## config.mk

```make
export PLATFORM = sky130hd
export DESIGN_NAME = mem_port_arbiter
export DESIGN_NICKNAME = d
export VERILOG_FILES = /design/src/rtl/mem_port_arbiter_pkg.sv /design/src/rtl/mem_port_arbiter.sv
export SDC_FILE = /design/constraint.sdc
export NUM_CORES = 1
export LEC_CHECK = 0
export BUFFER_PORTS_ARGS = -buffer_cell sky130_fd_sc_hd__buf_2
export CAP_MARGIN = 25
export CORE_UTILIZATION = 40
export CTS_CLUSTER_SIZE = 24
export DETAILED_ROUTE_END_ITERATION = 8
export GPL_TIMING_DRIVEN = 0
export PLACE_DENSITY = 0.71
export REMOVE_ABC_BUFFERS = 1
export SLEW_MARGIN = 10
export SYNTH_ARGS = -nofsm -noshare
export SYNTH_HDL_FRONTEND = slang
export SYNTH_SLANG_ARGS = --single-unit
```

## constraint.sdc

```tcl
create_clock -name clk -period 3.8 [get_ports clk]
set_clock_uncertainty 0.05 [all_clocks]
set_input_delay 0.19 -clock clk [delete_from_list [all_inputs] [get_ports clk]]
set_output_delay 0.19 -clock clk [all_outputs]
set_load 0.02 [all_outputs]
```

## src/rtl/mem_port_arbiter_pkg.sv

```systemverilog
// ============================================================================
// mem_port_arbiter_pkg
// Shared state and grant encodings for the fetch/data memory port arbiter.
// Revision: 1.0
// ============================================================================
`default_nettype none

package mem_port_arbiter_pkg;

    typedef enum logic [1:0] {
        ARB_IDLE   = 2'd0,
        ARB_BUSY_I = 2'd1,
        ARB_BUSY_D = 2'd2
    } arb_state_e;

    typedef enum logic {
        GNT_I = 1'b0,
        GNT_D = 1'b1
    } arb_gnt_e;

    function automatic arb_state_e busy_state(input arb_gnt_e gnt);
        return (gnt == GNT_D) ? ARB_BUSY_D : ARB_BUSY_I;
    endfunction

endpackage

`default_nettype wire

```

## src/rtl/mem_port_arbiter.sv

```systemverilog
// ============================================================================
// mem_port_arbiter
// Serialises core fetch and load/store requests onto one req/ack memory bus.
// Revision: 1.0
// ============================================================================
`default_nettype none

module mem_port_arbiter
    import mem_port_arbiter_pkg::*;
#(
    parameter int ADDR_WIDTH   = 32,
    parameter int DATA_WIDTH   = 32,
    parameter int MAX_D_STREAK = 4
) (
    input  logic                  clk,
    input  logic                  rst,
    input  logic                  i_req,
    input  logic [ADDR_WIDTH-1:0] i_addr,
    input  logic                  i_flush,
    output logic [DATA_WIDTH-1:0] i_rdata,
    output logic                  i_valid,
    input  logic                  d_req,
    input  logic                  d_we,
    input  logic [ADDR_WIDTH-1:0] d_addr,
    input  logic [DATA_WIDTH-1:0] d_wdata,
    output logic [DATA_WIDTH-1:0] d_rdata,
    output logic                  d_valid,
    output logic                  mem_req,
    output logic                  mem_we,
    output logic [ADDR_WIDTH-1:0] mem_addr,
    output logic [DATA_WIDTH-1:0] mem_wdata,
    input  logic                  mem_ack,
    input  logic [DATA_WIDTH-1:0] mem_rdata
);

    localparam int              SW         = $clog2(MAX_D_STREAK + 1);
    localparam logic [SW-1:0]   STREAK_MAX = SW'(MAX_D_STREAK);

    arb_state_e              state_q, state_d;
    logic [SW-1:0]           streak_q, streak_d;
    logic                    drop_i_q, drop_i_d;
    logic                    i_done_q, i_done_d;
    logic                    d_done_q, d_done_d;
    logic                    i_valid_q, i_valid_d;
    logic                    d_valid_q, d_valid_d;
    logic [DATA_WIDTH-1:0]   i_rdata_q, i_rdata_d;
    logic [DATA_WIDTH-1:0]   d_rdata_q, d_rdata_d;
    logic                    mem_req_q, mem_req_d;
    logic                    mem_we_q, mem_we_d;
    logic [ADDR_WIDTH-1:0]   mem_addr_q, mem_addr_d;
    logic [DATA_WIDTH-1:0]   mem_wdata_q, mem_wdata_d;

    logic                    complete_i, complete_d, arb_en;
    logic                    i_elig, d_elig;
    arb_gnt_e                gnt;

    always_comb begin
        complete_i = (state_q == ARB_BUSY_I) && mem_ack;
        complete_d = (state_q == ARB_BUSY_D) && mem_ack;
        arb_en     = (state_q == ARB_IDLE) || complete_i || complete_d;

        // A requester still holds req while its own response is being
        // completed or strobed, so it must not be granted a second time.
        i_elig = i_req && !complete_i && !i_done_q;
        d_elig = d_req && !complete_d && !d_done_q;
        gnt    = (d_elig && !(i_elig && (streak_q == STREAK_MAX))) ? GNT_D : GNT_I;

        state_d     = state_q;
        streak_d    = streak_q;
        mem_req_d   = mem_req_q;
        mem_we_d    = mem_we_q;
        mem_addr_d  = mem_addr_q;
        mem_wdata_d = mem_wdata_q;
        i_rdata_d   = i_rdata_q;
        d_rdata_d   = d_rdata_q;
        i_done_d    = complete_i;
        d_done_d    = complete_d;
        i_valid_d   = complete_i && !drop_i_q && !i_flush;
        d_valid_d   = complete_d;
        drop_i_d    = complete_i ? 1'b0
                                 : (drop_i_q || ((state_q == ARB_BUSY_I) && i_flush));

        if (complete_i) begin
            i_rdata_d = mem_rdata;
        end
        if (complete_d && !mem_we_q) begin
            d_rdata_d = mem_rdata;
        end

        if (arb_en) begin
            if (i_elig || d_elig) begin
                state_d   = busy_state(gnt);
                mem_req_d = 1'b1;
                if (gnt == GNT_D) begin
                    mem_we_d    = d_we;
                    mem_addr_d  = d_addr;
                    mem_wdata_d = d_wdata;
                    if (!i_req) begin
                        streak_d = '0;
                    end else if (streak_q != STREAK_MAX) begin
                        streak_d = streak_q + 1'b1;
                    end
                end else begin
                    mem_we_d   = 1'b0;
                    mem_addr_d = i_addr;
                    streak_d   = '0;
                end
            end else begin
                state_d   = ARB_IDLE;
                mem_req_d = 1'b0;
            end
        end
    end

    always_ff @(posedge clk or posedge rst) begin
        if (rst) begin
            state_q     <= ARB_IDLE;
            streak_q    <= '0;
            drop_i_q    <= 1'b0;
            i_done_q    <= 1'b0;
            d_done_q    <= 1'b0;
            i_valid_q   <= 1'b0;
            d_valid_q   <= 1'b0;
            i_rdata_q   <= '0;
            d_rdata_q   <= '0;
            mem_req_q   <= 1'b0;
            mem_we_q    <= 1'b0;
            mem_addr_q  <= '0;
            mem_wdata_q <= '0;
        end else begin
            state_q     <= state_d;
            streak_q    <= streak_d;
            drop_i_q    <= drop_i_d;
            i_done_q    <= i_done_d;
            d_done_q    <= d_done_d;
            i_valid_q   <= i_valid_d;
            d_valid_q   <= d_valid_d;
            i_rdata_q   <= i_rdata_d;
            d_rdata_q   <= d_rdata_d;
            mem_req_q   <= mem_req_d;
            mem_we_q    <= mem_we_d;
            mem_addr_q  <= mem_addr_d;
            mem_wdata_q <= mem_wdata_d;
        end
    end

    assign i_rdata   = i_rdata_q;
    assign i_valid   = i_valid_q;
    assign d_rdata   = d_rdata_q;
    assign d_valid   = d_valid_q;
    assign mem_req   = mem_req_q;
    assign mem_we    = mem_we_q;
    assign mem_addr  = mem_addr_q;
    assign mem_wdata = mem_wdata_q;

endmodule

`default_nettype wire
```

==> reports/results.txt, run 1 <==
Number of synthesized flops with an enable pin: 0
Clock transition at path regs: 50 ps
Worst r2r src: state_q[0]
Max transition margin: 0.379
WL met2: 8.27 mm
TNS Setup: 0 ps
Mapped Cells: 471
Vias in the first global route: 5056
Gpl congestion: 0.740
Final Max Slew Viols: 0
Data arrival, critical path: 2930 ps
Status: finished clean
Hold path depth: 3
Routed len/inst: 15.6 um
Post_cts resized: 0
CP max stage cell: o211ai_4
Routed vias: 4816
Detail-routed via count per cell: 4.84
Number of max-cap violations: 0
Leakage: 4.35 nW
Top Layer Used: met4
Top FF cell, synth: dfrtp_1
Die ar.: 14700 sq um
H-tree depth: 4
Post-Place Cells: 897
Final Util: 0.616
Syn-to-layout area delta: 50.2%
Fmax: 368 MHz
CTS tree: yes
Area of the mapped netlist: 5700 sq um
Remaining DRCs: 0
Final setup margin: 1080 ps
# IOs: 267
VDD IR max: 0.499 mV
Core area: 13900 sq um
DRT iter0 DRCs: 158
CP Launch Point: state_q[0]
YS warnings: 0
Post-DP HPWL: 10.4 mm
Bufs on Longest Clock Path: 2
Hold path startpoint: d_addr[14]
Crit path launch type: flip-flop
Routed length on met1: 5.95 mm
FFs w/ async S/R, synth: 1.00
Critical Path Fanout Max: 36
Starting Density: 0.410
Flop and latch count out of synthesis: 139
Initial antenna violation count: 1
Least-Margin Pin Slew: 932 ps
Nets@finish: 940
Critical Path RT: 4010 ps
HP Class: in -> reg
CP Class: reg -> reg
Slowest cell delay on critical path: 600 ps
Root buffer cell: clkbuf_16
Mean Syn Cell Area: 12.1 sq um
Fraction of layout cells with a size suffix above 1: 0.448
Inserted Clock Buffers: 17
Period Utilization, post-route: 0.715
RSZ-0062 raised after global routing: no
Die Ht: 121 um
Final Non-Filler Cells: 996
First-pass DRT Iterations: 5
Library cells used by synthesis: 37
Pwr dens: 885 nW/um^2
Final min period: 2720 ps
Metal3 WL: 1.06 mm
Seq/Total Area, Yosys: 0.611
Aggregate global-route resource usage: 0.214
Largest net degree at the start of global routing: 73
Routed wire length: 15.5 mm
Insertion delay to the later sink of the worst-skew pair: 410 ps
Global-route wire length before repair: 24.0 mm
Die X: 121 um
Hold Violations, Final: 0
Critical Path Sink Type: flip-flop
CTS sink count: 139
Port buffer count: 266
R2R cell count: 6
Rows: 43
Crit path cell chain: nand3_4 > inv_2 > o211ai_4 > buf_12 > mux2i_1 > a21oi_1
Final setup fails: 0
DRT antenna net count: 0
Remaining Overflow, GRT: 0
Pre-CTS WS: 1020 ps
==> stage by stage <==
step	area [sq um]	hold WS [ps]	power (mW)
CTS	8550	15.9	7.62
floorplan	5540	211	4.62
finish	8550	32.5	7.57
global route	8550	25.6	8.00
detailed placement	7290	276	5.90
global placement	7100	330	5.65
==> worst paths after layout <==
kind / to / slack (ps)
setup / recovery: mem_addr[3] / 1080
hold / removal: mem_addr[14] / 30
setup reg to reg: mem_addr[3] / 1080
hold reg to reg: i_valid / 390
max in group asynchronous: mem_wdata[22] / 2590
min in group asynchronous: mem_addr[5] / 360
==> placed cells by master, fill, tap and decap left out, types with 5 or more instances in the layout <==
cell           count
inv_1              7
nand2_1          100
dfrtp_1          139
nor3_1            35
dlygate4sd3_1     67
clkbuf_8           5
clkbuf_16         17
mux2i_1           32
mux2_1             9
buf_16             5
buf_2            266
nand2b_1           5
a21oi_1           32
mux2_2            55
==> cells by family after synthesis <==
| logic type | synth area share |
|---|---|
| AOI/OAI and AO/OA | 0.0534 |
| adders and majority gates | 0.00439 |
| buffers and inverters | 0.0336 |
| DFF | 0.611 |
| muxes | 0.183 |
| and+or+nand+nor | 0.115 |
==> routing by layer <==
layer | up-vias | global-route usage
met1 | 2304 | 0.225
li1 | 2275 | -
met2 | 214 | 0.393
met3 | 23 | 0.0644
met5 | - | 0
met4 | 0 | 0.0903
==> Yosys cell counts, types with 3 or more instances <==
master,count,share of area
nor3_1,35,0.031
nor2_1,4,0.0026
buf_2,3,0.0026
mux2_1,9,0.018
buf_6,3,0.0059
nand2_1,100,0.066
inv_1,8,0.0053
mux2_2,55,0.11
buf_4,8,0.011
nand2b_1,5,0.0055
mux2i_1,32,0.056
a21oi_1,32,0.028
dfrtp_1,139,0.61
clkbuf_1,11,0.0072
==> critical path: cells and delay by family, from the launching register on <==
kind | cells | cell delay, ps
AO/OA/AOI/OAI | 2 | 700
buffers and inverters | 2 | 650
flip-flops | 1 | 500
AND/OR/NAND/NOR | 1 | 390
multiplexers | 1 | 260
==> registers in the layout, indices dropped and copies added, names as in the netlist <==
register   count
mem_wdata     32
drop_i_q       1
state_q        2
mem_addr      32
streak_q       3
i_rdata       32
i_valid        1
i_done_q       1
d_rdata       32
d_valid        1
mem_we         1
mem_req        1
==> where the power goes <==
group          total (mW)  switching [mW]  internal (mW)
logic                3.34            2.01           1.32
registers            2.60           0.398           2.21
clock network        1.63           0.583           1.05
total                7.57            3.00           4.58
==> cell type report <==
class	count	area [sq um]
clock inverter	7	87.6
tap	180	225
sequential	139	3480
antenna	1	2.50
clock buffer	24	502
inverter	10	42.5
multi-input combinational	296	2060
fill	1068	5330
timing repair buffer	339	2160
==> what timing repair did <==
action,in CTS,in global routing
endpoints found under the hold margin,166,0
buffers inserted,0,0
hold buffers,67,0
Note: power is estimated with default switching activity, not from simulation.
==> run 2: changes to the inputs <==
Clock period 3.8 ns to 2.4 ns, I/O delays scaled along.
==> reports/results.txt, run 2 (synthesized netlist as in run 1, its figures left out) <==
Status: finished clean
Critical Path Fanout Max: 27 (-25%)
Post-DP HPWL: 10.4 mm (unchanged)
Inserted Clock Buffers: 17 (unchanged)
Remaining DRCs: 0 (unchanged)
Max transition margin: 0.395 (+0.0165)
Core area: 13900 sq um (unchanged)
CTS sink count: 139 (unchanged)
Final Util: 0.665 (+0.0487)
Die Ht: 121 um (unchanged)
Final Non-Filler Cells: 1062 (+6.6%)
Nets@finish: 1006 (+7.0%)
Routed vias: 5240 (+8.8%)
Aggregate global-route resource usage: 0.240 (+0.0260)
DRT iter0 DRCs: 202 (+28%)
Least-Margin Pin Slew: 907 ps (-24.7 ps)
Hold Violations, Final: 0 (unchanged)
Data arrival, critical path: 2480 ps (-450 ps)
Fmax: 446 MHz (+21%)
Pwr dens: 1320 nW/um^2 (+50%)
RSZ-0062 raised after global routing: no
Final Max Slew Viols: 0 (unchanged)
# IOs: 267 (unchanged)
First-pass DRT Iterations: 6 (+1)
Routed wire length: 17.8 mm (+15%)
HP Class: in -> reg
Reg-to-reg setup timing slack: 160 ps (-920 ps)
CP Class: reg -> reg
Post-Place Cells: 897 (unchanged)
Reported net switching power: 4.87 mW (+63%)
CTS tree: yes
Routed len/inst: 16.7 um (+7.4%)
Syn-to-layout area delta: 62.1%
Port buffer count: 266 (unchanged)
Critical Path Sink Type: flip-flop
VDD IR max: 0.789 mV (+58%)
Reg power frac: 0.339 (-0.005)
Comb pwr share: 0.450 (+0.009)
Pre-CTS WS: -377 ps (-1400 ps)
Gpl congestion: 0.740 (unchanged)
Net Sw Frac: 0.399 (+0.00282)
Detail-routed via count per cell: 4.93 (+2.0%)
Rows: 43 (unchanged)
Global-route wire length before repair: 27.0 mm (+13%)
Leakage: 4.63 nW (+6.5%)
Final min period: 2240 ps (-475 ps)
Most frequent cells in the layout: 266 x buf_2, 139 x dfrtp_1, 129 x dlygate4sd3_1
Initial antenna violation count: 1 (unchanged)
TNS Setup: 0 ps (unchanged)
Starting Density: 0.410 (unchanged)
Fillers: 976 (-8.6%)
Bufs on Longest Clock Path: 2 (unchanged)
Buffers plus inverters on the worst setup path: 1 (-1)
Final setup fails: 0 (unchanged)
Remaining Overflow, GRT: 0 (unchanged)
CP delay by family, top: simple AND/OR/NAND/NOR gates
Critical Path RT: 2640 ps (-1370 ps)
Insertion delay to the later sink of the worst-skew pair: 410 ps (about the same)
Largest net degree at the start of global routing: 73 (unchanged)
Crit path launch type: flip-flop
Fraction of layout cells with a size suffix above 1: 0.420 (-0.0279)
Clock transition at path regs: 60 ps (about the same)
CP max stage cell: o22ai_4
Slowest cell delay on critical path: 530 ps (-70 ps)
Die ar.: 14700 sq um (unchanged)
Final setup margin: 157 ps (-925 ps)
Period Utilization, post-route: 0.935 (+0.219)
Most common cell after layout, fill and taps aside: buf_2
Number of max-cap violations: 0 (unchanged)
Clock share of power: 0.212 (-0.003)
H-tree depth: 4 (unchanged)
DRT antenna net count: 0 (unchanged)
Root buffer cell: clkbuf_16
Vias in the first global route: 5503 (+8.8%)
Power Internal: 7.35 mW (+61%)
Die X: 121 um (unchanged)
Crit path cell chain: nand2b_1 > o22ai_4 > or2_2 > buf_16 > a21oi_1
-- run 2: metrics by stage --
stage	cell area [sq um]	total power, mW	hold WS (ps)
finish	9230	12.2	4.94
global route	9230	12.9	36.7
global placement	7100	8.95	260
floorplan	5540	7.31	141
detailed placement	7290	9.34	206
CTS	9190	12.2	1.87
-- run 2: tightest hold or removal path: stages --
cell,delay [ps]
buf_2,80
mux2i_1,70
a21oi_1,150
-- run 2: layout make-up --
cell class | count | area (sq um) | share of cell area
flip-flops and latches | 139 | 3480 | 0.377
diodes | 1 | 2.50 | 0.000271
clock buffers | 24 | 502 | 0.0544
repair buffers | 404 | 2820 | 0.305
inverters | 10 | 50.0 | 0.00542
well taps | 180 | 225 | 0.0244
clock inverters | 7 | 87.6 | 0.00949
multi-input cells | 297 | 2070 | 0.224
-- run 2: worst paths after layout --
check,startpoint,end,cells after the start
worst max-delay path,state_q[0],mem_addr[31],5
worst min-delay path,d_addr[3],mem_addr[3],3
worst max register to register,state_q[0],mem_addr[31],5
worst min register to register,drop_i_q,i_valid,1
max in group asynchronous,rst,mem_wdata[22],4
min in group asynchronous,rst,mem_addr[5],3
-- run 2: layer usage --
metal  up-vias  GRT usage  wire, um
met2       278      0.425      9300
met4         0     0.0926       217
met3        19     0.0695      1370
met5         -          0         0
li1       2415          -         -
met1      2528      0.271      6880
-- run 2: power by group through the flow --
stage / sequential (mW) / combinational [mW] / clock (mW)
4_1_cts: 4.11 / 5.42 / 2.64
3_5_place_dp: 4.12 / 5.23 / 0
5_1_grt: 4.27 / 5.85 / 2.73
3_3_place_gp: 4.04 / 4.91 / 0
2_1_floorplan: 5.45 / 1.86 / 0
6_report: 4.14 / 5.50 / 2.59
-- run 2: timing repair --
item | in CTS | in global routing
pin swaps | 2 | 1
hold buffers | 128 | 1
setup buffers | 1 | 2
endpoints found under the hold margin | 197 | 1
setup endpoints to repair | 37 | 51
gates cloned | 1 | 0
gates resized for setup | 2 | 2
